File: src/rtl/sram_ctrl_pkg.sv
// Shared types and constants for the SRAM word controller.
package sram_ctrl_pkg;

    localparam int unsigned DEF_ADDR_W = 10;

    localparam logic [3:0] WSTRB_NONE = 4'h0;
    localparam logic [3:0] WSTRB_FULL = 4'hF;

    typedef enum logic [2:0] {
        IDLE,
        READ,
        RESP,
        WRITE,
        RMW_RD,
        RMW_WR,
        DONE
    } state_t;

endpackage

File: src/rtl/sram_byte_merge.sv
// Byte-lane merge: strobed bytes come from new_word, the rest from old_word.
module sram_byte_merge (
    input  logic [31:0] old_word,
    input  logic [31:0] new_word,
    input  logic [3:0]  wstrb,
    output logic [31:0] merged
);

    // Select each byte lane independently by its strobe.
    always_comb begin
        merged = old_word;
        for (int unsigned k = 0; k < 4; k++) begin
            if (wstrb[k]) begin
                merged[8*k +: 8] = new_word[8*k +: 8];
            end
        end
    end

endmodule

File: src/rtl/sram_word_ctrl.sv
// PicoRV32 native memory bus to single-port word SRAM controller.
// Partial-word stores are done as read-modify-write since the SRAM has no
// byte enables. Optional macro SRAM_RDY_CHECK_EN adds a sticky sram_err output
// flagging sram_rdy=0 in the cycle after an SRAM access edge.
module sram_word_ctrl
    import sram_ctrl_pkg::*;
#(
    parameter int unsigned ADDR_W = DEF_ADDR_W,
    parameter int unsigned DATA_W = 32
) (
    input  logic              CLK,
    input  logic              RST,
    input  logic              mem_valid,
    output logic              mem_ready,
    input  logic [31:0]       mem_addr,
    input  logic [DATA_W-1:0] mem_wdata,
    input  logic [3:0]        mem_wstrb,
    output logic [DATA_W-1:0] mem_rdata,
    output logic [ADDR_W-1:0] sram_a,
    output logic [DATA_W-1:0] sram_d,
    output logic              sram_cen,
    output logic              sram_wen,
    output logic              sram_oen,
    input  logic [DATA_W-1:0] sram_q,
    input  logic              sram_rdy
`ifdef SRAM_RDY_CHECK_EN
    ,
    output logic              sram_err
`endif
);

    state_t              state;
    state_t              state_nxt;
    logic [ADDR_W-1:0]   addr_q;
    logic [DATA_W-1:0]   wdata_q;
    logic [3:0]          wstrb_q;
    logic [DATA_W-1:0]   merged_word;
    logic                unused_bits;

    sram_byte_merge u_merge (
        .old_word (sram_q),
        .new_word (wdata_q),
        .wstrb    (wstrb_q),
        .merged   (merged_word)
    );

    // State register and request latches; latches load only on acceptance in IDLE.
    always_ff @(posedge CLK or posedge RST) begin
        if (RST) begin
            state   <= IDLE;
            addr_q  <= '0;
            wdata_q <= '0;
            wstrb_q <= '0;
        end else begin
            state <= state_nxt;
            if (state == IDLE && mem_valid) begin
                addr_q  <= mem_addr[ADDR_W+1:2];
                wdata_q <= mem_wdata;
                wstrb_q <= mem_wstrb;
            end
        end
    end

    // Next-state and SRAM/bus output decode; outputs depend only on registered state.
    always_comb begin
        state_nxt = state;
        mem_ready = 1'b0;
        sram_cen  = 1'b1;
        sram_wen  = 1'b1;
        sram_oen  = 1'b1;
        sram_d    = wdata_q;
        case (state)
            IDLE: begin
                if (mem_valid) begin
                    if (mem_wstrb == WSTRB_NONE) begin
                        state_nxt = READ;
                    end else if (mem_wstrb == WSTRB_FULL) begin
                        state_nxt = WRITE;
                    end else begin
                        state_nxt = RMW_RD;
                    end
                end
            end
            READ: begin
                sram_cen  = 1'b0;
                sram_oen  = 1'b0;
                state_nxt = RESP;
            end
            RESP: begin
                // CEn held low: a rising CEn would clear Q before it is returned.
                sram_cen  = 1'b0;
                mem_ready = 1'b1;
                state_nxt = IDLE;
            end
            WRITE: begin
                sram_cen  = 1'b0;
                sram_wen  = 1'b0;
                state_nxt = DONE;
            end
            RMW_RD: begin
                sram_cen  = 1'b0;
                sram_oen  = 1'b0;
                state_nxt = RMW_WR;
            end
            RMW_WR: begin
                sram_cen  = 1'b0;
                sram_wen  = 1'b0;
                sram_d    = merged_word;
                state_nxt = DONE;
            end
            DONE: begin
                mem_ready = 1'b1;
                state_nxt = IDLE;
            end
            default: begin
                state_nxt = IDLE;
            end
        endcase
    end

    assign sram_a    = addr_q;
    assign mem_rdata = sram_q;

`ifdef SRAM_RDY_CHECK_EN
    // Sticky error when the SRAM is not ready in the cycle after an access edge.
    always_ff @(posedge CLK or posedge RST) begin
        if (RST) begin
            sram_err <= 1'b0;
        end else if ((state == RESP || state == RMW_WR || state == DONE) && !sram_rdy) begin
            sram_err <= 1'b1;
        end
    end

    assign unused_bits = ^{mem_addr[31:ADDR_W+2], mem_addr[1:0]};
`else
    assign unused_bits = ^{mem_addr[31:ADDR_W+2], mem_addr[1:0], sram_rdy};
`endif

endmodule

File: config.mk
export PLATFORM = sky130hd
export DESIGN_NAME = sram_word_ctrl
export DESIGN_NICKNAME = d
export VERILOG_FILES = /design/src/rtl/sram_ctrl_pkg.sv /design/src/rtl/sram_byte_merge.sv /design/src/rtl/sram_word_ctrl.sv
export SDC_FILE = /design/constraint.sdc
export NUM_CORES = 1
export LEC_CHECK = 0
export ABC_AREA = 1
export BUFFER_PORTS_ARGS = -buffer_cell sky130_fd_sc_hd__buf_2
export CORE_MARGIN = 2
export CORE_UTILIZATION = 46
export DETAILED_ROUTE_END_ITERATION = 16
export PLACE_DENSITY_LB_ADDON = 0.15
export SLEW_MARGIN = 10
export SYNTH_ARGS = -nofsm -noshare
export SYNTH_HDL_FRONTEND = slang
export SYNTH_HIERARCHICAL = 1
export SYNTH_SLANG_ARGS = --single-unit
File: constraint.sdc
create_clock -name CLK -period 1.7 [get_ports CLK]
set_input_delay 0.085 -clock CLK [delete_from_list [all_inputs] [get_ports CLK]]
set_output_delay 0.085 -clock CLK [all_outputs]
set_load 0.01 [all_outputs]
==> results of run 1 <==
-- power by group --
group / leakage, µW / internal [µW] / switching, µW
clock network: 0.0000385 / 292 / 373
registers: 0.000611 / 1720 / 525
logic: 0.00182 / 1550 / 2390
total: 0.00247 / 3560 / 3290
-- final timing paths --
path,endpoint,cells after the start,from
worst min-delay path,wdata_q[7]$_DFFE_PP0P_,3,mem_wdata[7]
worst max register to register,wdata_q[1]$_DFFE_PP0P_,6,state[0]$_DFFE_PP0P_
min in group asynchronous,sram_a[4]$_DFFE_PP0P_,3,RST
worst min register to register,sram_a[0]$_DFFE_PP0P_,2,sram_a[0]$_DFFE_PP0P_
max in group asynchronous,wdata_q[4]$_DFFE_PP0P_,4,RST
worst max-delay path,sram_d[24],5,state[1]$_DFFE_PP0P_
-- Yosys cell counts, drive strengths merged --
cell / n / area, µm²
nand2: 232 / 890
buf: 55 / 437
inv: 46 / 173
clkbuf: 1 / 3.75
o21ai: 32 / 280
dfrtp: 49 / 1230
nor2: 9 / 57.6
a21oi: 3 / 26.3
nand3: 50 / 263
-- critical path, delay by kind of cell (launching register included) --
family	cells	cell delay, ns
compound gates	1	0.16
buf+inv	3	0.49
flops	1	0.40
simple gates	1	0.13
-- cell families after synthesis --
family	count (synthesis)	share of synthesized area (%)
buf+inv	102	18.3
flops	49	36.5
simple gates	291	36.1
compound gates	35	9.14
-- metal layers --
layer / GRT usage (%) / vias to the layer above
met5: 0 / -
met4: 4.07 / 0
met3: 3.79 / 7
met2: 34.6 / 110
met1: 26.6 / 1470
li1: - / 1667
-- cell type report --
class / count / area (µm²) / share of cell area [%]
Timing Repair Buffer: 169 / 931 / 23.0
Clock inverter: 1 / 7.51 / 0.185
Inverter: 46 / 173 / 4.26
Clock buffer: 7 / 76.3 / 1.88
Multi-Input combinational cell: 326 / 1520 / 37.4
Tap cell: 99 / 124 / 3.05
Sequential cell: 49 / 1230 / 30.3
-- flip-flops by register name, summed over array words and instances (netlist names) --
register	cells
state	3
wdata_q	32
wstrb_q	4
sram_a	10
-- cells in the final DEF (no fill, tap or decap), drive strengths merged --
cell type / instances
nand2: 232
buf: 167
nand3: 50
dfrtp: 49
inv: 46
o21ai: 32
nor2: 9
clkbuf: 7
a21oi: 3
dlygate4sd3: 2
clkinvlp: 1
-- through the flow --
step                      worst slack, ns  power [µW]
after floorplan                     0.442        5160
after global placement              0.250        6050
after detailed placement            0.231        6160
after CTS                          0.0140        6950
after global routing             0.000104        7570
final                               0.117        6850
-- what timing repair did --
| item | 4_1_cts | 5_1_grt |
|---|---|---|
| setup endpoints to repair | 2 | 18 |
| gates cloned | 1 | 0 |
| hold buffers | 2 | 0 |
| gates resized for setup | 2 | 1 |
| endpoints found under the hold margin | 16 | 0 |
==> metrics.csv, run 1 <==
stage;metric;value;unit
timing;worstMarginPinSlew;0.480;ns
drt;drtAntennaViolNets;0;
cells_and_area;fin_util;56.5;%
drt;wl_met3;508;µm
drt;drt_pre_antenna_iters;4;
cts;cts_buffers;5;
floorplan;fp.coreArea;7180;µm²
synthesis;synth_seq_cells;49;
global_route;overflow;0;
timing;setup_violations;0;
critical_path;max_stage_delay;0.40;ns
critical_path;worstPathMaxFanout;32;
placement;dp_cells;686;
cells_and_area;nFillCells;731;
floorplan;dieArea;7990;µm²
floorplan;die_h;89.4;µm
flow_run;drv_cap;0;
cts;clk_latency;0.30;ns
cells_and_area;syn_to_final_growth;20.8;%
cts;clk_path_buf_depth;2;
cts;path_clk_slew;0.09;ns
cts;root_buffer;clkbuf_8;
drt;drt_wl_total;7900;µm
timing;skew;0.00835;ns
floorplan;start_util;46.8;%
outcome;status;completed;
drt;routed-wl-met2;3720;µm
cells_and_area;nets;701;
critical_path;crit_slowest_cell;dfrtp_1;
cells_and_area;instances_no_fill;697;
critical_path;critPathKind;register to output port;
cts;htree_num_levels;2;
placement;dp_hpwl;5710;µm
drt;drt_iter0_markers;92;
min_path;hold_path_class;primary input to register;
critical_path;cp.required;1.62;ns
timing;layout_min_cycle_time;1.58;ns
synthesis;syn_inst;477;
drt;top_layer;met4;
drt;wl_met1;3610;µm
timing;drv_slew;0;
global_route;grt_pass1_vias;2969;
cells_and_area;layout-drive-gt1-share;37.1;%
critical_path;cp-start-kind;register;
placement;io_buffers;158;
placement;gp_congestion;0.837;
drt;vias;3254;
cells_and_area;stdcell_area;4060;µm²
cts;cts_setup_buffers;0;
global_route;grt_pass1_wl;12900;µm
cts;cts_tree;built;
critical_path;r2r_setup_slack;0.24;ns
global_route;track_usage;20.1;%
floorplan;pin_count;182;
timing;timing.final.crit_share;93.1;%
synthesis;yosysSeqAreaShare;36.5;%
timing;finalHoldViolations;0;
timing;relSlewSlack;68.0;%
global_route;grt_antenna_before_repair;0;
timing;tns;0;ns
synthesis;synth_cell_type_count;17;
power_and_ir_drop;pwr_density_cell;1690;nW/µm²
placement;dpl_cell_area;3920;µm²
synthesis;synth.cell_area;3360;µm²
critical_path;cp.arrival;1.50;ns
cts;clkSinkCount;49;
power_and_ir_drop;p_leak;0.00247;µW
synthesis;ys_warn_count;6;
cells_and_area;antennaDiodeCount;0;
synthesis;avgSynthCellArea;7.04;µm²
timing;holdWs;0.0114;ns
drt;drc;0;
drt;viasPerCell;4.67;
drt;wire_per_inst;11.3;µm
floorplan;num_rows;31;
synthesis;syn_nets;581;
power_and_ir_drop;peakVddDrop;893;µV
floorplan;die-width;89.4;µm
critical_path;end_kind;output port;
timing;max_freq;0.632;GHz
global_route;grt_max_degree;47;
timing;rsz0062_at_grt;false;
critical_path;crit_chain;inv_2 -> nand3_4 -> buf_16 -> o21ai_2 -> buf_2;
Power figures use the tool's default switching activity.
==> inputs of run 2 (changes only) <==
--- a/config.mk
+++ b/config.mk
@@ -11,6 +11,7 @@
 export CORE_UTILIZATION = 46
 export DETAILED_ROUTE_END_ITERATION = 16
 export PLACE_DENSITY_LB_ADDON = 0.15
+export RECOVER_POWER = 25
 export SLEW_MARGIN = 10
 export SYNTH_ARGS = -nofsm -noshare
 export SYNTH_HDL_FRONTEND = slang
==> run 2 against run 1 <==
Effect of this change: register-to-register slack hardly changed; cell count is the same; via count is 0.25% higher; power fell by 0.14%; largest power group unchanged.
==> metrics.csv, run 2 (synthesis results as in run 1) <==
stage;metric;value;unit
cells_and_area;nFillCells;745;
cells_and_area;multi_input_area;1520;µm²
floorplan;start_util;46.8;%
floorplan;fp.coreArea;7180;µm²
timing;worstMarginPinSlew;0.689;ns
placement;io_buffers;158;
cts;clk_latency;0.30;ns
global_route;grt_max_degree;47;
timing;skew;0.00741;ns
critical_path;cp_top_family;buffers and inverters;
critical_path;critPathKind;register to output port;
critical_path;crit_chain;inv_2 -> nand3_4 -> buf_16 -> o21ai_2 -> buf_2;
timing;max_freq;0.631;GHz
timing;setup_violations;0;
timing;rsz0062_at_grt;false;
drt;vias;3262;
cells_and_area;regMostFlops;wdata_q;
critical_path;r2r_cells;6;
cells_and_area;layout-drive-gt1-share;31.6;%
drt;drt_pre_antenna_iters;5;
drt;viasPerCell;4.68;
critical_path;crit_cells;5;
cts;cts_tree;built;
floorplan;num_rows;31;
critical_path;cp-start-kind;register;
min_path;hold_path_class;primary input to register;
power_and_ir_drop;power;6840;µW
placement;dp_hpwl;5710;µm
drt;drt_wl_total;7920;µm
outcome;status;completed;
cells_and_area;seq_area;1230;µm²
cells_and_area;final_cell_mix;230 x nand2_1, 126 x buf_2, 49 x nand3_1, 48 x dfrtp_1, 39 x inv_1;
floorplan;pin_count;182;
cells_and_area;largest_register_ffs;32;
cts;cts_buffers;5;
power_and_ir_drop;p_leak;0.00239;µW
floorplan;die_h;89.4;µm
critical_path;end_kind;output port;
cts;path_clk_slew;0.09;ns
critical_path;crit_buf_inv;3;
critical_path;crit_slowest_cell;dfrtp_1;
cts;root_buffer;clkbuf_8;
critical_path;worstPathMaxFanout;32;
cells_and_area;nets;701;
drt;drtAntennaViolNets;0;
drt;drc;0;
floorplan;dieArea;7990;µm²
global_route;grt_antenna_before_repair;0;
drt;wire_per_inst;11.4;µm
cts;clkSinkCount;49;
global_route;overflow;0;
timing;timing.final.crit_share;93.3;%
power_and_ir_drop;pwr_density_cell;1700;nW/µm²
cells_and_area;layout_commonest_cell;nand2_1;
power_and_ir_drop;peakVddDrop;891;µV
cells_and_area;syn_to_final_growth;19.6;%
flow_run;drv_cap;0;
global_route;track_usage;20.1;%
timing;drv_slew;0;
global_route;grt_pass1_vias;2969;
cts;htree_num_levels;2;
timing;relSlewSlack;54.0;%
cts;clk_path_buf_depth;2;
cts;cts_setup_buffers;0;
global_route;grt_pass1_wl;12900;µm
placement;gp_congestion;0.837;
critical_path;cp.arrival;1.50;ns
cells_and_area;antennaDiodeCount;0;
timing;layout_min_cycle_time;1.59;ns
timing;finalHoldViolations;0;
critical_path;max_stage_delay;0.41;ns
drt;drt_iter0_markers;94;
timing;tns;0;ns
critical_path;cp.required;1.62;ns
floorplan;die-width;89.4;µm
min_path;hold_depth;3;
[run 2: power breakdown]
| group | internal [µW] | switching [µW] | total, µW |
|---|---|---|---|
| combinational | 1540 | 2390 | 3930 |
| sequential | 1720 | 527 | 2240 |
| clock | 292 | 371 | 663 |
[run 2: stage by stage]
step | cell area (µm²) | instances | hold WS, ns | setup slack (ns) | utilization, %
after global routing | 4020 | 697 | 0.0115 | 0.000104 | 56.0
after floorplan | 3360 | 477 | 0.230 | 0.442 | -
after detailed placement | 3920 | 686 | 0.0915 | 0.231 | 54.6
after CTS | 4060 | 697 | 0.00183 | 0.0140 | 56.6
after global placement | 3920 | 686 | 0.0938 | 0.250 | 54.6
final | 4020 | 697 | 0.0124 | 0.114 | 56.0
[run 2: timing repair]
item,4_1_cts,5_1_grt
endpoints found under the hold margin,16,0
endpoints found under the setup margin,2,18
resized for setup,2,1
cloned,1,0
hold buffers,2,0
[run 2: worst paths after layout]
check,startpoint,to,slack (ns)
worst min register to register,sram_a[8]$_DFFE_PP0P_,sram_a[8]$_DFFE_PP0P_,0.48
worst max register to register,state[0]$_DFFE_PP0P_,wdata_q[1]$_DFFE_PP0P_,0.24
worst max-delay path,state[1]$_DFFE_PP0P_,sram_d[24],0.11
worst min-delay path,mem_wdata[7],wdata_q[7]$_DFFE_PP0P_,0.01
max in group asynchronous,RST,wdata_q[4]$_DFFE_PP0P_,0.62
min in group asynchronous,RST,sram_a[4]$_DFFE_PP0P_,0.43
[run 2: worst min-delay path, stage by stage]
cell and delay [ns]:
buf_2 0.07, nand3_1 0.06, nand2_1 0.06
[run 2: final cells by class]
cell class	count	area share, %
well taps	99	3.09
flip-flops and latches	49	30.6
clock buffers	7	1.90
repair buffers	169	22.2
inverters	46	4.30
clock inverters	1	0.187
multi-input cells	326	37.8
[run 2: routing by layer]
layer,track usage [%],wire (µm),part of all wire (%)
met3,3.79,541,6.8
met5,0,0,0
met2,34.6,3770,48
met1,26.6,3550,45
met4,4.07,68,0.86
==> inputs of run 3 (changes only) <==
--- a/config.mk
+++ b/config.mk
@@ -5,11 +5,11 @@
 export SDC_FILE = /design/constraint.sdc
 export NUM_CORES = 1
 export LEC_CHECK = 0
-export ABC_AREA = 1
 export BUFFER_PORTS_ARGS = -buffer_cell sky130_fd_sc_hd__buf_2
 export CORE_MARGIN = 2
-export CORE_UTILIZATION = 46
+export CORE_UTILIZATION = 45
 export DETAILED_ROUTE_END_ITERATION = 16
+export GPL_TIMING_DRIVEN = 1
 export PLACE_DENSITY_LB_ADDON = 0.15
 export RECOVER_POWER = 25
 export SLEW_MARGIN = 10
==> run 3 against run 2 <==
Effect of this change: the run now ends with negative setup slack left; sequential power is essentially flat; sequential share of layout area shrank 3.8 points; routed wire length shrank 8.1%; synthesized cell count shrank 52%; critical endpoint is now sram_d[28].
==> metrics.csv, run 3 <==
stage;metric;value;unit
cells_and_area;final_cell_mix;104 x mux2_4, 97 x buf_2, 43 x dfrtp_1, 35 x buf_6, 32 x clkbuf_1;
synthesis;synth_edf_count;0;
cells_and_area;layout_commonest_cell;mux2_4;
critical_path;cp.required;1.62;ns
drt;wire_per_inst;15.2;µm
cells_and_area;layout-drive-gt1-share;73.4;%
critical_path;worstPathMaxFanout;8;
power_and_ir_drop;pwr_density_cell;2090;nW/µm²
cells_and_area;nets;483;
timing;timing.final.crit_share;104;%
cts;path_clk_slew;0.09;ns
drt;drt_pre_antenna_iters;4;
timing;rsz0062_at_grt;true;
cells_and_area;instances_no_fill;479;
drt;viasPerCell;4.70;
drt;drc;0;
global_route;grt_antenna_before_repair;0;
drt;drt_wl_total;7290;µm
floorplan;pin_count;182;
placement;dp_cells;446;
timing;holdWs;0.0110;ns
cells_and_area;seq_area;1230;µm²
global_route;grt_pass1_wl;10300;µm
timing;max_freq;0.567;GHz
cts;root_buffer;clkbuf_8;
synthesis;syn_nets;333;
cells_and_area;largest_register_ffs;32;
global_route;grt_max_degree;28;
flow_run;drv_cap;0;
critical_path;cp.arrival;1.68;ns
power_and_ir_drop;power;9610;µW
synthesis;ys_warn_count;6;
synthesis;synth.cell_area;3290;µm²
timing;finalHoldViolations;0;
synthesis;netlist_top_cells_area;dfrtp_1 37%, mux2_4 33%, mux2_2 13%, buf_4 8.0%, buf_12 2.4%;
global_route;overflow;0;
drt;routed-wl-met2;3700;µm
floorplan;die-width;89.5;µm
cts;cts_buffers;5;
drt;vias;2250;
global_route;grt_pass1_vias;2090;
drt;wl_met1;3160;µm
critical_path;end_kind;output port;
synthesis;yosysSeqAreaShare;37.3;%
placement;pre_cts_ws;0.124;ns
synthesis;ys_async_sr_fraction;100;%
critical_path;r2r_setup_slack;0.03;ns
critical_path;cp-start-kind;register;
placement;io_buffers;158;
synthesis;synthTopCellsByCount;72 x mux2_4, 49 x dfrtp_1, 39 x mux2_2, 35 x buf_4, 5 x nand2_1;
placement;dp_hpwl;4620;µm
timing;worstMarginPinSlew;0.915;ns
cells_and_area;regMostFlops;wdata_q;
cells_and_area;multi_input_area;1780;µm²
timing;relSlewSlack;38.9;%
floorplan;dieArea;8010;µm²
synthesis;synth_area_leader_cell;dfrtp_1;
cts;clk_path_buf_depth;2;
floorplan;fp.coreArea;7180;µm²
min_path;hold_path_class;primary input to register;
cells_and_area;syn_to_final_growth;40.0;%
synthesis;syn_inst;229;
timing;layout_min_cycle_time;1.76;ns
power_and_ir_drop;peakVddDrop;848;µV
drt;drt_iter0_markers;26;
outcome;violations;negative setup slack;
cts;clk_latency;0.29;ns
synthesis;synth_cell_type_count;22;
drt;top_layer;met4;
synthesis;synthMostInstantiatedCell;mux2_4;
cells_and_area;nFillCells;573;
power_and_ir_drop;p_leak;0.00236;µW
timing;layout_setup_ws;-0.0631;ns
placement;gp_congestion;0.709;
cells_and_area;stdcell_area;4600;µm²
timing;skew;0.00484;ns
cts;htree_num_levels;2;
cts;clkSinkCount;49;
synthesis;avgSynthCellArea;14.4;µm²
synthesis;synth_seq_cells;49;
drt;drtAntennaViolNets;0;
synthesis;synth_top_area_share;37.3;%
global_route;track_usage;16.9;%
floorplan;num_rows;31;
floorplan;die_h;89.5;µm
placement;dpl_cell_area;3890;µm²
outcome;status;complete, but fails checks;
cts;cts_tree;built;
floorplan;start_util;45.8;%
cells_and_area;antennaDiodeCount;0;
timing;setup_violations;16;
drt;wl_met3;388;µm
critical_path;critPathKind;register to output port;
synthesis;synth_ff_type;dfrtp_1;
timing;drv_slew;0;
run 3: path summary, 6_finish.rpt:
check,cells after the start,to,start
worst min register to register,1,sram_a[0]$_DFFE_PP0P_,sram_a[0]$_DFFE_PP0P_
max in group asynchronous,4,wstrb_q[3]$_DFFE_PP0P_,RST
min in group asynchronous,3,wstrb_q[1]$_DFFE_PP0P_,RST
worst max-delay path,6,sram_d[28],state[0]$_DFFE_PP0P_
worst max register to register,6,wdata_q[31]$_DFFE_PP0P_,state[0]$_DFFE_PP0P_
worst min-delay path,2,wdata_q[21]$_DFFE_PP0P_,mem_wdata[21]
run 3: cells by family (layout without fill, tap and decap cells):
kind of cell | count (synthesis) | after routing | synth area share (%)
muxes | 111 | 111 | 46.2
DFF | 49 | 49 | 37.3
buffers and inverters | 49 | 200 | 12.9
and+or+nand+nor | 13 | 13 | 2.17
AOI/OAI and AO/OA | 5 | 5 | 0.913
xor gates and xnor gates | 2 | 2 | 0.533
run 3: final cells by class:
| cell class | count | share of cell area [%] |
|---|---|---|
| Inverter | 3 | 0.299 |
| Clock buffer | 5 | 1.49 |
| Multi-Input combinational cell | 131 | 38.6 |
| Clock inverter | 3 | 1.41 |
| Sequential cell | 49 | 26.8 |
| Tap cell | 99 | 2.69 |
| Timing Repair Buffer | 189 | 28.7 |
run 3: metrics by stage:
step,TNS (ns),util [%]
floorplan,0,-
global placement,0,54.2
detailed placement,0,54.2
CTS,-1.41,62.0
global route,-1.92,64.2
finish,-0.927,64.2
run 3: layer usage:
metal	vias up	GRT usage [%]
li1	1072	-
met1	1095	22.5
met2	81	28.3
met3	2	3.88
met4	0	3.66
met5	-	0
run 3: timing repair:
action / in CTS / in global routing
gates cloned: 3 / 0
setup buffers: 6 / 10
setup endpoints to repair: 32 / 78
pin swaps: 1 / 1
hold buffers: 1 / 7
hold endpoints to repair: 22 / 7
resized for setup: 61 / 21
run 3: where the power goes:
group / internal, µW / switching, µW / total [µW] / leakage [µW]
logic: 4200 / 2200 / 6400 / 0.00172
clock network: 584 / 388 / 973 / 0.0000681
registers: 1780 / 450 / 2230 / 0.000577
run 3: worst max-delay path, cell delays in order, from the launching register on:
cell     delay, ns
dfrtp_1       0.38
buf_6         0.12
nand3_4       0.13
buf_12        0.17
buf_16        0.14
mux2_4        0.30
buf_6         0.12
